**src/rtl/mem_arbiter_pkg.sv**
```systemverilog
// Shared definitions for the memory arbiter: state/owner encodings,
// default bus widths and a counter-width helper.
package mem_arbiter_pkg;

  localparam int AW_DEF = 16;
  localparam int DW_DEF = 8;

  typedef enum logic {
    ST_CPU = 1'b0,
    ST_DMA = 1'b1
  } arb_state_t;

  localparam logic OWNER_CPU = 1'b0;
  localparam logic OWNER_DMA = 1'b1;

  // A counter that must reach n-1 needs at least one bit even when n == 1.
  function automatic int cnt_width(input int n);
    return (n > 1) ? $clog2(n) : 1;
  endfunction

endpackage

```
**src/rtl/mem_arbiter_if.sv**
```systemverilog
// Bus bundle between the core, the DMA port, the arbiter and MEMORY.
// master = requesters/memory side, slave = arbiter side.
interface mem_arbiter_if
  import mem_arbiter_pkg::*;
#(
  parameter int AW = AW_DEF,
  parameter int DW = DW_DEF
) ();

  logic [AW-1:0] cpu_addr;
  logic          cpu_we;
  logic [DW-1:0] cpu_din;
  logic [DW-1:0] cpu_dout;
  logic          cpu_rdy;

  logic          dma_req;
  logic [AW-1:0] dma_addr;
  logic          dma_we;
  logic [DW-1:0] dma_din;
  logic          dma_ack;
  logic [DW-1:0] dma_dout;

  logic [AW-1:0] mem_addr;
  logic          mem_we;
  logic [DW-1:0] mem_din;
  logic [DW-1:0] mem_dout;

  logic          owner;

  modport master (
    output cpu_addr, cpu_we, cpu_din,
    output dma_req, dma_addr, dma_we, dma_din,
    output mem_dout,
    input  cpu_dout, cpu_rdy, dma_ack, dma_dout,
    input  mem_addr, mem_we, mem_din, owner
  );

  modport slave (
    input  cpu_addr, cpu_we, cpu_din,
    input  dma_req, dma_addr, dma_we, dma_din,
    input  mem_dout,
    output cpu_dout, cpu_rdy, dma_ack, dma_dout,
    output mem_addr, mem_we, mem_din, owner
  );

endinterface

```
**src/rtl/mem_arbiter.sv**
```systemverilog
// Two-requester arbiter for the single-port MEMORY: the core runs at most
// MAX_CPU_RUN cycles while DMA waits, DMA holds the bus at most DMA_BURST cycles.
module mem_arbiter
  import mem_arbiter_pkg::*;
#(
  parameter int AW          = AW_DEF,
  parameter int DW          = DW_DEF,
  parameter int MAX_CPU_RUN = 4,
  parameter int DMA_BURST   = 2
) (
  input  logic          CLK,
  input  logic          R,
  mem_arbiter_if.slave  bus
);

  localparam int RW = cnt_width(MAX_CPU_RUN);
  localparam int BW = cnt_width(DMA_BURST);
  localparam logic [RW-1:0] RUN_LAST   = RW'(MAX_CPU_RUN - 1);
  localparam logic [BW-1:0] BURST_LAST = BW'(DMA_BURST - 1);

  arb_state_t    state_reg, state_next;
  logic [RW-1:0] run_cnt_reg, run_cnt_next;
  logic [BW-1:0] burst_cnt_reg, burst_cnt_next;

  logic [AW-1:0] addr_sel;
  logic [DW-1:0] din_sel;
  logic          we_sel;
  logic          cpu_rdy_c;
  logic          dma_ack_c;

  always_ff @(posedge CLK) begin
    if (R) begin
      state_reg     <= ST_CPU;
      run_cnt_reg   <= '0;
      burst_cnt_reg <= '0;
    end else begin
      state_reg     <= state_next;
      run_cnt_reg   <= run_cnt_next;
      burst_cnt_reg <= burst_cnt_next;
    end
  end

  always_comb begin
    state_next     = state_reg;
    run_cnt_next   = run_cnt_reg;
    burst_cnt_next = burst_cnt_reg;
    addr_sel       = bus.cpu_addr;
    din_sel        = bus.cpu_din;
    we_sel         = bus.cpu_we;
    cpu_rdy_c      = 1'b1;
    dma_ack_c      = 1'b0;

    case (state_reg)
      ST_CPU: begin
        if (!bus.dma_req) begin
          run_cnt_next = '0;
        end else if (run_cnt_reg == RUN_LAST) begin
          state_next     = ST_DMA;
          burst_cnt_next = '0;
        end else begin
          run_cnt_next = run_cnt_reg + RW'(1);
        end
      end

      ST_DMA: begin
        // A withdrawn request leaves a dead cycle: nothing may be written.
        addr_sel  = bus.dma_addr;
        din_sel   = bus.dma_din;
        we_sel    = bus.dma_we & bus.dma_req;
        cpu_rdy_c = 1'b0;
        dma_ack_c = bus.dma_req;
        if (bus.dma_req && (burst_cnt_reg != BURST_LAST)) begin
          burst_cnt_next = burst_cnt_reg + BW'(1);
        end else begin
          state_next   = ST_CPU;
          run_cnt_next = '0;
        end
      end

      default: begin
        state_next = ST_CPU;
      end
    endcase
  end

  assign bus.mem_addr = addr_sel;
  assign bus.mem_din  = din_sel;
  assign bus.mem_we   = we_sel;
  assign bus.cpu_rdy  = cpu_rdy_c;
  assign bus.dma_ack  = dma_ack_c;
  assign bus.cpu_dout = bus.mem_dout;
  assign bus.dma_dout = bus.mem_dout;
  assign bus.owner    = (state_reg == ST_DMA) ? OWNER_DMA : OWNER_CPU;

endmodule

```
**src/flat_wrapper.sv**
```systemverilog
// flat-port wrapper written by rule: the top's interface ports become plain ports
module mem_arbiter_flat import mem_arbiter_pkg::*;
#(
  parameter int AW          = AW_DEF,
  parameter int DW          = DW_DEF,
  parameter int MAX_CPU_RUN = 4,
  parameter int DMA_BURST   = 2
)
  (CLK, R, bus_cpu_addr, bus_cpu_we, bus_cpu_din, bus_dma_req, bus_dma_addr, bus_dma_we, bus_dma_din, bus_mem_dout, bus_cpu_dout, bus_cpu_rdy, bus_dma_ack, bus_dma_dout, bus_mem_addr, bus_mem_we, bus_mem_din, bus_owner);
  mem_arbiter_if #(.AW(AW), .DW(DW)) bus_i ();
  input  logic CLK;
  input  logic R;
  input wire logic [$bits(bus_i.cpu_addr)-1:0] bus_cpu_addr;
  input wire logic [$bits(bus_i.cpu_we)-1:0] bus_cpu_we;
  input wire logic [$bits(bus_i.cpu_din)-1:0] bus_cpu_din;
  input wire logic [$bits(bus_i.dma_req)-1:0] bus_dma_req;
  input wire logic [$bits(bus_i.dma_addr)-1:0] bus_dma_addr;
  input wire logic [$bits(bus_i.dma_we)-1:0] bus_dma_we;
  input wire logic [$bits(bus_i.dma_din)-1:0] bus_dma_din;
  input wire logic [$bits(bus_i.mem_dout)-1:0] bus_mem_dout;
  output wire logic [$bits(bus_i.cpu_dout)-1:0] bus_cpu_dout;
  output wire logic [$bits(bus_i.cpu_rdy)-1:0] bus_cpu_rdy;
  output wire logic [$bits(bus_i.dma_ack)-1:0] bus_dma_ack;
  output wire logic [$bits(bus_i.dma_dout)-1:0] bus_dma_dout;
  output wire logic [$bits(bus_i.mem_addr)-1:0] bus_mem_addr;
  output wire logic [$bits(bus_i.mem_we)-1:0] bus_mem_we;
  output wire logic [$bits(bus_i.mem_din)-1:0] bus_mem_din;
  output wire logic [$bits(bus_i.owner)-1:0] bus_owner;
  assign bus_i.cpu_addr = bus_cpu_addr;
  assign bus_i.cpu_we = bus_cpu_we;
  assign bus_i.cpu_din = bus_cpu_din;
  assign bus_i.dma_req = bus_dma_req;
  assign bus_i.dma_addr = bus_dma_addr;
  assign bus_i.dma_we = bus_dma_we;
  assign bus_i.dma_din = bus_dma_din;
  assign bus_i.mem_dout = bus_mem_dout;
  assign bus_cpu_dout = bus_i.cpu_dout;
  assign bus_cpu_rdy = bus_i.cpu_rdy;
  assign bus_dma_ack = bus_i.dma_ack;
  assign bus_dma_dout = bus_i.dma_dout;
  assign bus_mem_addr = bus_i.mem_addr;
  assign bus_mem_we = bus_i.mem_we;
  assign bus_mem_din = bus_i.mem_din;
  assign bus_owner = bus_i.owner;
  mem_arbiter #(.AW(AW), .DW(DW), .MAX_CPU_RUN(MAX_CPU_RUN), .DMA_BURST(DMA_BURST)) u_core (.CLK(CLK), .R(R), .bus(bus_i));
endmodule
```
**config.mk**
```make
export PLATFORM = sky130hd
export DESIGN_NAME = mem_arbiter_flat
export DESIGN_NICKNAME = d
export VERILOG_FILES = /design/src/rtl/mem_arbiter_pkg.sv /design/src/rtl/mem_arbiter_if.sv /design/src/rtl/mem_arbiter.sv /design/src/flat_wrapper.sv
export SDC_FILE = /design/constraint.sdc
export NUM_CORES = 1
export LEC_CHECK = 0
export BUFFER_PORTS_ARGS = -buffer_cell sky130_fd_sc_hd__buf_2
export CORE_MARGIN = 2
export CORE_UTILIZATION = 24
export CTS_CLUSTER_SIZE = 40
export DETAILED_ROUTE_END_ITERATION = 7
export MAX_ROUTING_LAYER = met4
export PLACE_DENSITY = 0.73
export RECOVER_POWER = 100
export SYNTH_ARGS = -nofsm -noshare
export SYNTH_HDL_FRONTEND = slang
export SYNTH_SLANG_ARGS = --single-unit
```
**constraint.sdc**
```tcl
create_clock -name CLK -period 1.1 [get_ports CLK]
set_input_delay 0.22 -clock CLK [delete_from_list [all_inputs] [get_ports CLK]]
set_output_delay 0.22 -clock CLK [all_outputs]
set_load 0.05 [all_outputs]
```
==> run metrics, run 1 <==
crit path capture type output port; share of layout cells above drive strength 1 around 88%; Post-Syn Nets 127; Yosys cell types 15; layout net count approximately 200; RSZ-0062 raised after global routing yes; slowest cell on the critical path dfxtp_4; commonest non-fill, non-tap cell in the layout buf_2; wire per inst 15.6 µm; n_diodes 0; highest-count cells in the layout ignoring fill and taps buf_2 (52), buf_6 (25), mux2_4 (20); status finished, violations left; PD cells around 670 nW/µm²; Starting Density 24.8%; Ports about 110; sw frac 39.9%; Area after DPL around 1000 µm²; total die area approximately 2900 µm²; antenna violations before repair 0; sw power between 0.3 and 0.4 mW; failing checks negative setup slack; CP delay by family, top flip-flops; Syn Area/Cell 9.28 µm²; Sequential cell area 83.8 µm²; critical path class flip-flop to output port; Hold Vio Cnt, Final 0; hold path startpoint R; GRT overflow 0; CTS clock-pin slew for the worst setup and hold paths 0.05 ns; Max Fanout on Critical Path 11; Slowest Stage Delay on Critical Path 0.38 ns; clock network power share 23.6%; # clock sinks 4; r2r startpoint u_core.state_reg; Util after Layout 53.9%; share of total power in combinational logic approximately three fifths; number of H-tree branching levels 1; area leader, netlist mux2_2; Initial DRC Count 2; Routed Antenna Nets 0; via count 741; Multi-input gate area 472 µm²; data required time of the critical path 0.88 ns; final WL between 2000 and 3000 µm; CP Launch Type flip-flop; Hold-fix buffers, CTS 0; Clock Latency Late Sink 0.24 ns; buffer and inverter count on the worst path 2; via/cell ratio 4.38; CTS Buf Count 3; #FFs+latches synth 4; Routability Congestion just under 0.7; fill count between 200 and 250; Synth top area share 44.8%; Std-Cell Rows 18; first-pass GRT wire length 3320 µm; min cycle time layout 1.51 ns; worst relative slew slack 86.2%; Setup violations, final 31; VDD IR-drop max 0.801 mV; area grow syn2layout 117%; Non-Filler Cell Area, Final 1310 µm²; Leakage 0.674 nW; Final Max Tran Viols 0; sequential area share after synthesis 13.3%; slew at the pin with the worst max-slew slack 0.208 ns; CP cell instances buf_12 -> mux2_2 -> buf_6; worst min path class primary input to flip-flop; Remaining DRCs 0; critical path data arrival time 1.29 ns; Reg power frac 17.1%; CTS root buf clkbuf_4; largest cells by area after synthesis mux2_2 (45%), buf_4 (22%), dfxtp_1 (13%), ha_1 (2.1%), nor2b_1 (2.1%); CORE AREA 2430 µm²; mapped cell area about 600 µm²; Fmax achieved between 600 and 700 MHz; DRT Pass-1 Iters 2; placed insts 160; Overall Global Routing Usage 16.7%; setup TNS -10.08 ns; clock buffer depth 2; CP startpoint u_core.state_reg; Non-Filler Instances 169; post-detail-place hpwl 1770 µm; clk_skew 0.0148 ns; vias in the first global route ~790; Internal Pwr Total 0.525 mW; max reg flops 2; Die Wd 54.1 µm; Die Span Y 54.1 µm; CTS tree done; Max-Cap Viols 0; Port Buffers 80; YS warnings 0; Synth Instances 65; pre-CTS setup slack -0.376 ns; maximum number of pins on one net before global-route repair 14; Final period util 137%; Final WS setup -0.405 ns
## worst paths after layout
kind	endpoint	slack, ns	depth (start not counted)
min	u_core.burst_cnt_reg	0.17	2
min reg2reg	u_core.run_cnt_reg[1]	0.50	2
max reg2reg	u_core.run_cnt_reg[1]	-0.16	4
max	bus_mem_din[2]	-0.41	3
## synth_stat cells
master	count
a21oi_1	2
a22o_1	1
and2_1	1
buf_4	18
buf_6	1
dfxtp_1	4
ha_1	1
inv_1	2
mux2_2	24
nand2_1	3
nand2b_1	1
nor2_1	2
nor2b_1	2
o22ai_1	2
or3_4	1
## cell families after synthesis
| family | synth area share, % |
|---|---|
| multiplexers | 44.8 |
| buffers and inverters | 25.5 |
| flip-flops | 13.3 |
| adder cells (fa/ha/maj) | 2.07 |
| AO/OA/AOI/OAI | 5.19 |
| AND/OR/NAND/NOR | 9.13 |
## worst register-to-register path, delay by kind of cell, from the launching register on
family | cells | cell delay [ns]
AO/OA/AOI/OAI | 1 | 0.14
flip-flops | 1 | 0.36
AND/OR/NAND/NOR | 1 | 0.39
buffers and inverters | 2 | 0.28
## cell type report
| class | instances | share of cell area (%) |
|---|---|---|
| timing repair buffer | 89 | 52.1 |
| sequential | 4 | 6.40 |
| clock buffer | 4 | 2.01 |
| tap | 30 | 2.87 |
| inverter | 2 | 0.573 |
| multi-input combinational | 40 | 36.0 |
## through the flow
step           power, mW  hold slack [ns]
4_1_cts            0.884            0.163
5_1_grt            0.916            0.176
3_3_place_gp       0.574            0.405
2_1_floorplan      0.589            0.292
6_report           0.874            0.170
3_5_place_dp       0.581            0.411
## repair_timing
| item | CTS | global route |
|---|---|---|
| setup endpoints to repair | 32 | 31 |
| gates resized for setup | 65 | 2 |
| buffers inserted | 5 | 0 |
## metal layers
metal / vias up / routed length [µm] / track usage (%)
li1: 355 / - / -
met1: 329 / 751 / 12.0
met2: 51 / 1460 / 33.1
met3: 6 / 382 / 8.06
met4: 0 / 39 / 7.08
met5: - / 0 / -
## power by group through the flow
| stage | logic [mW] | registers, mW | clock network (mW) |
|---|---|---|---|
| after CTS | 0.513 | 0.149 | 0.222 |
| after global placement | 0.420 | 0.154 | 0 |
| final | 0.518 | 0.150 | 0.206 |
| after global routing | 0.540 | 0.150 | 0.226 |
| after floorplan | 0.436 | 0.153 | 0 |
| after detailed placement | 0.427 | 0.154 | 0 |
Note: power is estimated with default switching activity, not from simulation.
==> run 2, diff against run 1 <==
--- a/config.mk
+++ b/config.mk
@@ -8,6 +8,8 @@
 export BUFFER_PORTS_ARGS = -buffer_cell sky130_fd_sc_hd__buf_2
 export CORE_MARGIN = 2
 export CORE_UTILIZATION = 24
+export CTS_BUF_LIST = sky130_fd_sc_hd__clkbuf_8 sky130_fd_sc_hd__clkbuf_16
+export CTS_CLUSTER_DIAMETER = 80
 export CTS_CLUSTER_SIZE = 40
 export DETAILED_ROUTE_END_ITERATION = 7
 export MAX_ROUTING_LAYER = met4
==> run metrics, run 2 (synthesis gave the netlist of run 1 again) <==
status finished, violations left (unchanged); failing checks negative setup slack (unchanged); Initial DRC Count 2 (unchanged); worst min path class primary input to flip-flop (unchanged); Die Wd 54.1 µm (unchanged); Ports 105 (unchanged); CTS root buf clkbuf_8 (was clkbuf_4); R2R depth 4 (unchanged); clk_skew 0.00961 ns (was 0.0148 ns); Remaining DRCs 0 (unchanged); Worst Hold Endpoint u_core.burst_cnt_reg (unchanged); met3 Use GR 8.06% (unchanged); Routed Antenna Nets 0 (unchanged); vias in the first global route 788 (was 786); Reg power frac 15.2% (was 17.1%); hold_ws 0.188 ns (was 0.170 ns); GRT met2 Usage 33.3% (was 33.1%); worst relative slew slack 86.2% (unchanged); via count 741 (unchanged); hold path startpoint R (unchanged); Clock Latency Late Sink 0.22 ns (was 0.24 ns); fill count 210 (was 211); Min-Delay Path Depth 2 (unchanged); Worst R2R Setup Slack -0.15 ns (was -0.16 ns); # clock sinks 4 (unchanged); critical path data arrival time 1.26 ns (was 1.29 ns); max reg flops 2 (unchanged); Overall Global Routing Usage 16.7% (about the same); Fmax achieved 677 MHz (was 664 MHz); wire per inst 15.6 µm (about the same); post-detail-place hpwl 1770 µm (unchanged); maximum number of pins on one net before global-route repair 14 (unchanged); commonest non-fill, non-tap cell in the layout buf_2 (unchanged); r2r startpoint u_core.state_reg (unchanged); total power 0.989 mW (was 0.874 mW); Leakage 0.686 nW (was 0.674 nW); sw frac 36.6% (was 39.9%); data required time of the critical path 0.88 ns (about the same); PD cells 744 nW/µm² (was 667 nW/µm²); CTS Buf Count 3 (unchanged); GRT overflow 0 (unchanged); layout net count 202 (unchanged); critical path class flip-flop to output port (unchanged); GR peak layer met2 (unchanged); slew at the pin with the worst max-slew slack 0.208 ns (unchanged); Internal Pwr Total 0.627 mW (was 0.525 mW); CTS clock-pin slew for the worst setup and hold paths 0.04 ns (was 0.05 ns); clock buffer depth 2 (unchanged); via/cell ratio 4.38 (unchanged); share of layout cells above drive strength 1 88.5% (unchanged); VDD IR-drop max 1.15 mV (was 0.801 mV); crit path capture type output port (unchanged); Setup violations, final 31 (unchanged); Die Span Y 54.1 µm (unchanged); R2R Path End u_core.run_cnt_reg[1] (unchanged); Starting Density 24.8% (unchanged); min cycle time layout 1.48 ns (was 1.51 ns); n_diodes 0 (unchanged); total die area 2930 µm² (unchanged); CTS tree done (unchanged); Port Buffers 80 (unchanged); CORE AREA 2430 µm² (unchanged); CP Launch Type flip-flop (unchanged); first-pass GRT wire length 3330 µm (was 3320 µm); final WL 2640 µm (was 2630 µm); GR Util met1 12.0% (unchanged); share of total power in combinational logic 52.4% (was 59.3%); number of H-tree branching levels 1 (unchanged); Final Max Tran Viols 0 (unchanged); DRT Pass-1 Iters 2 (unchanged); sw power 0.362 mW (was 0.349 mW); Multi-input gate area 472 µm² (unchanged); clock network power share 32.4% (was 23.6%); Final period util 134% (was 137%); Std-Cell Rows 18 (unchanged); Routability Congestion 0.688 (unchanged); Hold Vio Cnt, Final 0 (unchanged); Max Fanout on Critical Path 11 (unchanged); area grow syn2layout 120% (was 117%); antenna violations before repair 0 (unchanged); Sequential cell area 83.8 µm² (unchanged); Final WS setup -0.378 ns (was -0.405 ns); RSZ-0062 raised after global routing yes (unchanged); highest-count cells in the layout ignoring fill and taps buf_2 (52), buf_6 (25), mux2_4 (20) (unchanged); Max-Cap Viols 0 (unchanged)
[run 2: cell types whose count changed in the layout (fill, tap and decap cells not counted), sizes merged]
cell	before	now
clkbuf	5	4
inv	2	3
[run 2: power groups by stage]
stage | Combinational [mW] | Clock [mW] | Sequential [mW]
2_1_floorplan | 0.436 | 0 | 0.153
3_3_place_gp | 0.420 | 0 | 0.154
3_5_place_dp | 0.427 | 0 | 0.154
4_1_cts | 0.513 | 0.337 | 0.150
5_1_grt | 0.540 | 0.346 | 0.150
6_report | 0.518 | 0.320 | 0.150
[run 2: how the worst max path moves through the flow]
stage                                start        endpoint
after floorplan           u_core.state_reg      bus_mem_we
final                     u_core.state_reg  bus_mem_din[2]
after global placement    u_core.state_reg      bus_mem_we
after detailed placement  u_core.state_reg      bus_mem_we
after global routing      u_core.state_reg  bus_mem_din[2]
after CTS                 u_core.state_reg  bus_mem_din[2]
[run 2: cell type report]
class	count	area share (%)
inverter	2	0.565
sequential	4	6.31
multi-input combinational	40	35.5
timing repair buffer	89	51.4
clock inverter	1	0.282
tap	30	2.82
clock buffer	3	3.11
[run 2: timing repair]
item                                    in CTS  in global routing
resized for setup                           65                  2
buffers inserted                             5                  0
hold buffers                                 0                  0
endpoints found under the setup margin      32                 31
[run 2: metal layers]
| metal | routed length [µm] | up-vias | part of all wire [%] |
|---|---|---|---|
| met5 | 0 | - | 0 |
| met4 | 39 | 0 | 1.5 |
| met3 | 382 | 6 | 14 |
| met2 | 1460 | 51 | 55 |
| met1 | 755 | 329 | 29 |
| li1 | - | 355 | - |
[run 2: through the flow]
step,setup TNS (ns),setup WS (ns),util (%),std cells,cell area [µm²]
final,-9.31,-0.378,54.6,169,1330
after global routing,-10.17,-0.398,54.6,169,1330
after CTS,-9.38,-0.376,54.4,169,1320
after detailed placement,-9.27,-0.376,41.7,160,1010
after global placement,-8.31,-0.336,41.7,160,1010
after floorplan,-7.15,-0.308,-,65,692
[run 2: critical path: stages, from the launching register on]
cell and delay (ns):
dfxtp_4 0.37, buf_12 0.15, mux2_2 0.35, buf_6 0.16
